**src/rtl/cluster_evt_reader.sv**
```systemverilog
// Cluster event reader: walks the FWFT readout FIFO one event at a time,
// advertising header/module/footer segments to the sync engine and then
// forwarding (TX) or discarding (DROP) each segment as the engine decides.
module cluster_evt_reader #(
  parameter int unsigned DATA_WIDTH   = 65,
  parameter int unsigned EVT_HDR_BITS = 40,
  parameter int unsigned HDR_WORDS    = 3,
  parameter int unsigned FTR_WORDS    = 3,
  parameter logic [7:0]  HDR_FLAG     = 8'hAB,
  parameter logic [7:0]  MOD_FLAG     = 8'h55,
  parameter logic [7:0]  FTR_FLAG     = 8'hCD
) (
  input  logic                    clk,
  input  logic                    rst_n,
  input  logic [DATA_WIDTH-1:0]   fifo_dout,
  input  logic                    fifo_empty,
  output logic                    fifo_rd_en,
  output logic [1:0]              evt_available,
  output logic [EVT_HDR_BITS-1:0] evt_l0id,
  input  logic [1:0]              evt_ctrl,
  output logic [DATA_WIDTH-1:0]   out_data,
  output logic                    out_valid,
  input  logic                    out_ready,
  output logic                    out_last,
  output logic                    proto_err,
  output logic [15:0]             err_cnt
);

  localparam int unsigned MAX_WORDS = (HDR_WORDS > FTR_WORDS) ? HDR_WORDS : FTR_WORDS;
  localparam int unsigned CNT_W     = $clog2(MAX_WORDS + 1);
  localparam logic [CNT_W-1:0] HDR_LAST = CNT_W'(HDR_WORDS - 1);
  localparam logic [CNT_W-1:0] FTR_LAST = CNT_W'(FTR_WORDS - 1);

  localparam logic [1:0] AV_NONE   = 2'd0;
  localparam logic [1:0] AV_HDR    = 2'd1;
  localparam logic [1:0] AV_MOD    = 2'd2;
  localparam logic [1:0] AV_FTR    = 2'd3;
  localparam logic [1:0] CTRL_TX   = 2'd1;
  localparam logic [1:0] CTRL_DROP = 2'd2;

  typedef enum logic [3:0] {
    S_EXP_HDR,
    S_HDR_PEND,
    S_HDR_XFER,
    S_GAP,
    S_SEG_SEL,
    S_M_PEND,
    S_M_XFER,
    S_FTR_PEND,
    S_FTR_XFER
  } state_t;

  state_t                  r_state;
  state_t                  w_next;
  logic [CNT_W-1:0]        r_cnt;
  logic [CNT_W-1:0]        w_cnt_next;
  logic                    r_drop;
  logic                    r_after_ftr;
  logic [EVT_HDR_BITS-1:0] r_l0id;
  logic [1:0]              r_avail;
  logic [1:0]              w_avail_next;
  logic [DATA_WIDTH-1:0]   r_out_data;
  logic                    r_out_valid;
  logic                    r_out_last;
  logic                    r_proto_err;
  logic [15:0]             r_err_cnt;

  logic       w_meta;
  logic [7:0] w_flag;
  logic       w_decided;
  logic       w_xfer_rd;
  logic       w_pop;
  logic       w_fwd;
  logic       w_last;
  logic       w_err;
  logic       w_latch;
  logic       w_mode_set;

  assign w_meta    = fifo_dout[DATA_WIDTH-1];
  assign w_flag    = fifo_dout[63:56];
  assign w_decided = (evt_ctrl == CTRL_TX) || (evt_ctrl == CTRL_DROP);
  // DROP drains regardless of the downstream; TX only pops what can be forwarded.
  assign w_xfer_rd = !fifo_empty && (r_drop || out_ready);

  // Next-state, pop and per-cycle event decode.
  always_comb begin
    w_next     = r_state;
    w_cnt_next = r_cnt;
    w_pop      = 1'b0;
    w_fwd      = 1'b0;
    w_last     = 1'b0;
    w_err      = 1'b0;
    w_latch    = 1'b0;
    w_mode_set = 1'b0;
    case (r_state)
      S_EXP_HDR: begin
        if (!fifo_empty) begin
          if (w_meta && (w_flag == HDR_FLAG)) begin
            w_latch = 1'b1;
            w_next  = S_HDR_PEND;
          end else begin
            w_pop = 1'b1;
            w_err = 1'b1;
          end
        end
      end
      S_HDR_PEND, S_M_PEND, S_FTR_PEND: begin
        if (w_decided) begin
          w_mode_set = 1'b1;
          w_cnt_next = '0;
          case (r_state)
            S_HDR_PEND: w_next = S_HDR_XFER;
            S_M_PEND:   w_next = S_M_XFER;
            default:    w_next = S_FTR_XFER;
          endcase
        end
      end
      S_HDR_XFER: begin
        if (w_xfer_rd) begin
          w_pop = 1'b1;
          w_fwd = !r_drop;
          if (r_cnt == HDR_LAST) begin
            w_next     = S_GAP;
            w_cnt_next = '0;
          end else begin
            w_cnt_next = r_cnt + 1'b1;
          end
        end
      end
      S_M_XFER: begin
        // r_cnt only marks that the start word has gone; the next meta word closes the segment.
        if (!fifo_empty && w_meta && (r_cnt != '0)) begin
          w_next     = S_GAP;
          w_cnt_next = '0;
        end else if (w_xfer_rd) begin
          w_pop      = 1'b1;
          w_fwd      = !r_drop;
          w_cnt_next = CNT_W'(1);
        end
      end
      S_FTR_XFER: begin
        if (w_xfer_rd) begin
          w_pop = 1'b1;
          w_fwd = !r_drop;
          if (r_cnt == FTR_LAST) begin
            w_last     = !r_drop;
            w_next     = S_GAP;
            w_cnt_next = '0;
          end else begin
            w_cnt_next = r_cnt + 1'b1;
          end
        end
      end
      S_GAP: begin
        w_next = r_after_ftr ? S_EXP_HDR : S_SEG_SEL;
      end
      S_SEG_SEL: begin
        if (!fifo_empty) begin
          if (w_meta && (w_flag == MOD_FLAG)) begin
            w_next = S_M_PEND;
          end else if (w_meta && (w_flag == FTR_FLAG)) begin
            w_next = S_FTR_PEND;
          end else if (w_meta && (w_flag == HDR_FLAG)) begin
            w_err  = 1'b1;
            w_next = S_EXP_HDR;
          end else begin
            w_pop = 1'b1;
            w_err = 1'b1;
          end
        end
      end
      default: w_next = S_EXP_HDR;
    endcase
  end

  // Segment code advertised to the engine, derived from the state being entered.
  always_comb begin
    w_avail_next = AV_NONE;
    case (w_next)
      S_HDR_PEND, S_HDR_XFER: w_avail_next = AV_HDR;
      S_M_PEND,   S_M_XFER:   w_avail_next = AV_MOD;
      S_FTR_PEND, S_FTR_XFER: w_avail_next = AV_FTR;
      default:                w_avail_next = AV_NONE;
    endcase
  end

  // FSM state, word counter, transfer mode and event L0ID.
  always_ff @(posedge clk) begin
    if (!rst_n) begin
      r_state     <= S_EXP_HDR;
      r_cnt       <= '0;
      r_drop      <= 1'b0;
      r_after_ftr <= 1'b0;
      r_l0id      <= '0;
      r_avail     <= AV_NONE;
    end else begin
      r_state <= w_next;
      r_cnt   <= w_cnt_next;
      r_avail <= w_avail_next;
      if (w_mode_set) r_drop <= (evt_ctrl == CTRL_DROP);
      if (w_next == S_GAP) r_after_ftr <= (r_state == S_FTR_XFER);
      if (w_latch) r_l0id <= fifo_dout[EVT_HDR_BITS-1:0];
    end
  end

  // Registered output stream and protocol-error reporting.
  always_ff @(posedge clk) begin
    if (!rst_n) begin
      r_out_data  <= '0;
      r_out_valid <= 1'b0;
      r_out_last  <= 1'b0;
      r_proto_err <= 1'b0;
      r_err_cnt   <= '0;
    end else begin
      r_out_valid <= w_fwd;
      r_out_last  <= w_last;
      r_proto_err <= w_err;
      if (w_fwd) r_out_data <= fifo_dout;
      if (w_err && (r_err_cnt != '1)) r_err_cnt <= r_err_cnt + 16'd1;
    end
  end

  // Pops are suppressed while reset is held so an abandoned segment stays in the FIFO.
  assign fifo_rd_en    = w_pop && rst_n;
  assign evt_available = r_avail;
  assign evt_l0id      = r_l0id;
  assign out_data      = r_out_data;
  assign out_valid     = r_out_valid;
  assign out_last      = r_out_last;
  assign proto_err     = r_proto_err;
  assign err_cnt       = r_err_cnt;

endmodule
```
**config.mk**
```make
export PLATFORM = sky130hd
export DESIGN_NAME = cluster_evt_reader
export DESIGN_NICKNAME = d
export VERILOG_FILES = /design/src/rtl/cluster_evt_reader.sv
export SDC_FILE = /design/constraint.sdc
export NUM_CORES = 1
export LEC_CHECK = 0
export BUFFER_PORTS_ARGS = -buffer_cell sky130_fd_sc_hd__clkbuf_2
export CORE_MARGIN = 4
export CORE_UTILIZATION = 49
export CTS_CLUSTER_DIAMETER = 200
export CTS_CLUSTER_SIZE = 24
export DETAILED_ROUTE_END_ITERATION = 7
export HOLD_SLACK_MARGIN = 0.06
export MAX_ROUTING_LAYER = met4
export PLACE_DENSITY = 0.76
export REMOVE_ABC_BUFFERS = 1
export SETUP_SLACK_MARGIN = 0.3
export SLEW_MARGIN = 40
export SYNTH_ARGS = -nofsm -noshare
export SYNTH_HDL_FRONTEND = slang
export SYNTH_SLANG_ARGS = --single-unit
```
**constraint.sdc**
```tcl
create_clock -name clk -period 2.03 [get_ports clk]
set_input_delay 0.406 -clock clk [delete_from_list [all_inputs] [get_ports clk]]
set_output_delay 0.406 -clock clk [all_outputs]
set_load 0.02 [all_outputs]
```
==> impl_metrics.json <==
{
  "drive_gt1_frac": 0.591,
  "first_pass_iters": 5,
  "startpoint_type": "flip-flop",
  "pre_cts_slack_ns": -0.141,
  "grt_pass1_vias": 6130,
  "grt_pass1_wl_um": 30800,
  "cts_hold_buf": 0,
  "min_period_over_period": 1.15,
  "p_clk_frac": 0.521,
  "ys_seq_elements": 134,
  "hold_class": "in -> reg",
  "worstPathRequired_ns": 1.62,
  "synth_area_per_cell_um2": 8.08,
  "antenna_found_initial": 0,
  "cts_sinks": 134,
  "min_delay_path_depth": 3,
  "cts_buffer_depth": 2,
  "synth_cell_types": 59,
  "ant_nets": 0,
  "synthCells": 666,
  "seq_area_frac_synth": 0.498,
  "numPortBuffers": 197,
  "rows": 38,
  "fp.dieArea_um2": 12700,
  "fin_setup_tns_ns": -15.28,
  "internal-power_w": 0.00485,
  "ys.flop_type": "dfxtp_1",
  "routed_via_density": 5.79,
  "htreeDepth": 4,
  "hold_viol": 0,
  "min-delay-start": "fifo_dout[43]",
  "start_util": 0.499,
  "ir_worst_vdd_uv": 491,
  "combPwrFrac": 0.056,
  "final_util": 0.899,
  "async_flop_share": 0,
  "top_layer": "met4",
  "place_hpwl_um": 11300,
  "yosys.area.top_type": "dfxtp_1",
  "core_area_um2": 10800,
  "cts-root-buf": "clkbuf_8",
  "route.detailed.drc": 0,
  "cap_violations": 0,
  "violations": "setup timing",
  "reg2regPathDepth": 11,
  "r2r-start": "r_cnt[1]",
  "totalPowerFinal_w": 0.00624,
  "yosys_warnings": 0,
  "final_cell_mix": "clkbuf_2 (198), nand2_1 (136), dfxtp_1 (125)",
  "wl_met2_um": 12200,
  "end_kind": "output port",
  "p_per_area_nw_per_um2": 643,
  "fin_skew_ns": 0.0112,
  "synth_area_um2": 5380,
  "nets": 1038,
  "clock_latency_ns": 0.53,
  "rsz0062_at_grt": "true",
  "relSlewSlack": 0.699,
  "die_y_um": 113,
  "grt-ovfl-total": 0,
  "slew_violations": 0,
  "met3_wirelength_um": 2010,
  "swShare": 0.223,
  "grt_max_degree": 48,
  "cellLeakagePower_nw": 4.16,
  "setup-violations-final": 78,
  "diodes": 0,
  "globalplace.congestion": 0.910,
  "tightest_slew_ns": 0.448,
  "die_w_um": 113,
  "timing.fmax_ghz": 0.427,
  "path_max_fanout": 4,
  "whs_ns": 0.0979,
  "synthTopCellsByArea": "dfxtp_1 (50%), nand2_1 (16%), a21oi_1 (11%), mux2i_1 (1.7%), clkbuf_1 (1.6%)",
  "synth_edf_count": 0,
  "wirelength_um": 23700,
  "final_common_cell": "clkbuf_2",
  "crit_type": "reg -> out",
  "pwr-share-seq": 0.423,
  "first_iter_violations": 499,
  "synth_top_area_share": 0.498,
  "drt-wirelength-per-cell_um": 21.2,
  "crit_arrival_ns": 1.94,
  "cp-startpoint": "r_cnt[1]",
  "num_vias": 6473,
  "min_period_ns": 2.34,
  "status": "finished, violations left",
  "setup_ws_ns": -0.314,
  "drt-met1-wl_um": 8410,
  "numCtsBuffers": 17,
  "p_switching_w": 0.00139,
  "syn2layout_area_growth_pct": 80.2,
  "n_fill_cell": 446,
  "cts_tree": "yes",
  "clkTransAtPathRegs_ns": 0.07,
  "grtUsageTotal": 0.311,
  "ios": 198
}
[per-layer routing]
metal / GRT usage / vias to the layer above
met5: - / -
met4: 0.125 / 0
met3: 0.0733 / 102
met2: 0.539 / 405
met1: 0.345 / 3115
li1: - / 2851
[final timing paths]
| path | end | slack [ns] |
|---|---|---|
| setup / recovery | fifo_rd_en | -0.31 |
| hold / removal | out_data[43] | 0.1 |
| setup reg to reg | out_data[62] | -0.28 |
| hold reg to reg | out_data[9] | 0.46 |
[what timing repair did]
item | CTS | global route
buffers inserted | 36 | 22
gates cloned | 12 | 6
pin swaps | 76 | 96
endpoints found under the setup margin | 105 | 130
gates resized for setup | 137 | 204
[cells in the mapped netlist (2+ instances only)]
cell / count
clkbuf_1: 23
a211o_1: 2
o21ai_0: 5
buf_6: 6
inv_2: 2
a21o_1: 2
nor2b_1: 8
a211oi_1: 3
or3_1: 2
and2_1: 4
nor4_1: 4
o31ai_1: 4
xnor2_1: 8
o32ai_1: 2
nand3_1: 6
mux2i_1: 9
buf_2: 15
nor4b_2: 2
a21oi_1: 113
nand3b_1: 2
nand2_1: 230
o22ai_1: 2
and4_1: 2
nand2b_1: 4
and3_1: 2
nor3_1: 6
inv_1: 5
nor4_2: 2
dfxtp_1: 134
nor2_1: 22
ha_1: 2
nand4b_1: 3
nor3b_1: 4
[sequential cells by signal, summed over array words and instances (netlist names)]
name,flops
err_cnt,16
evt_available,2
evt_l0id,40
out_data,65
out_last,1
out_valid,1
proto_err,1
r_after_ftr,1
r_cnt,2
r_drop,1
r_state,4
[cells by family (layout without fill, tap and decap cells)]
family | Yosys count | after routing | share of synthesized area
AND/OR/NAND/NOR | 316 | 316 | 0.266
multiplexers | 9 | 9 | 0.0167
AO/OA/AOI/OAI | 145 | 145 | 0.152
buffers and inverters | 51 | 363 | 0.0474
adder cells (fa/ha/maj) | 2 | 2 | 0.00465
flip-flops | 134 | 134 | 0.498
XOR/XNOR | 9 | 9 | 0.0146
[power groups by stage]
| stage | Combinational, W | Clock, W | Sequential [W] |
|---|---|---|---|
| final | 0.000347 | 0.00325 | 0.00264 |
| after global routing | 0.000365 | 0.00338 | 0.00264 |
| after CTS | 0.000282 | 0.00324 | 0.00264 |
| after detailed placement | 0.000239 | 0 | 0.00270 |
| after global placement | 0.000234 | 0 | 0.00270 |
| after floorplan | 0.0000715 | 0 | 0.00271 |
[final cells by class]
class	count	area (µm²)	area share
sequential	134	2700	0.278
timing repair buffer	324	2640	0.272
tap	140	175	0.0181
clock buffer	21	449	0.0463
clock inverter	11	173	0.0178
multi-input combinational	481	3540	0.365
inverter	7	27.5	0.00284
[stage by stage]
step | cell area [µm²] | std cells
2_1_floorplan | 5150 | 622
3_3_place_gp | 6820 | 1010
3_5_place_dp | 6820 | 1010
4_1_cts | 8610 | 1090
5_1_grt | 9700 | 1118
6_report | 9700 | 1118
[critical path, cell delays in order, from the launching register on]
cell	delay, ns
dfxtp_2	0.35
or2_4	0.25
nand3_4	0.07
a31oi_4	0.11
o32ai_2	0.23
and4_1	0.25
clkbuf_8	0.15
Power figures use the tool's default switching activity.
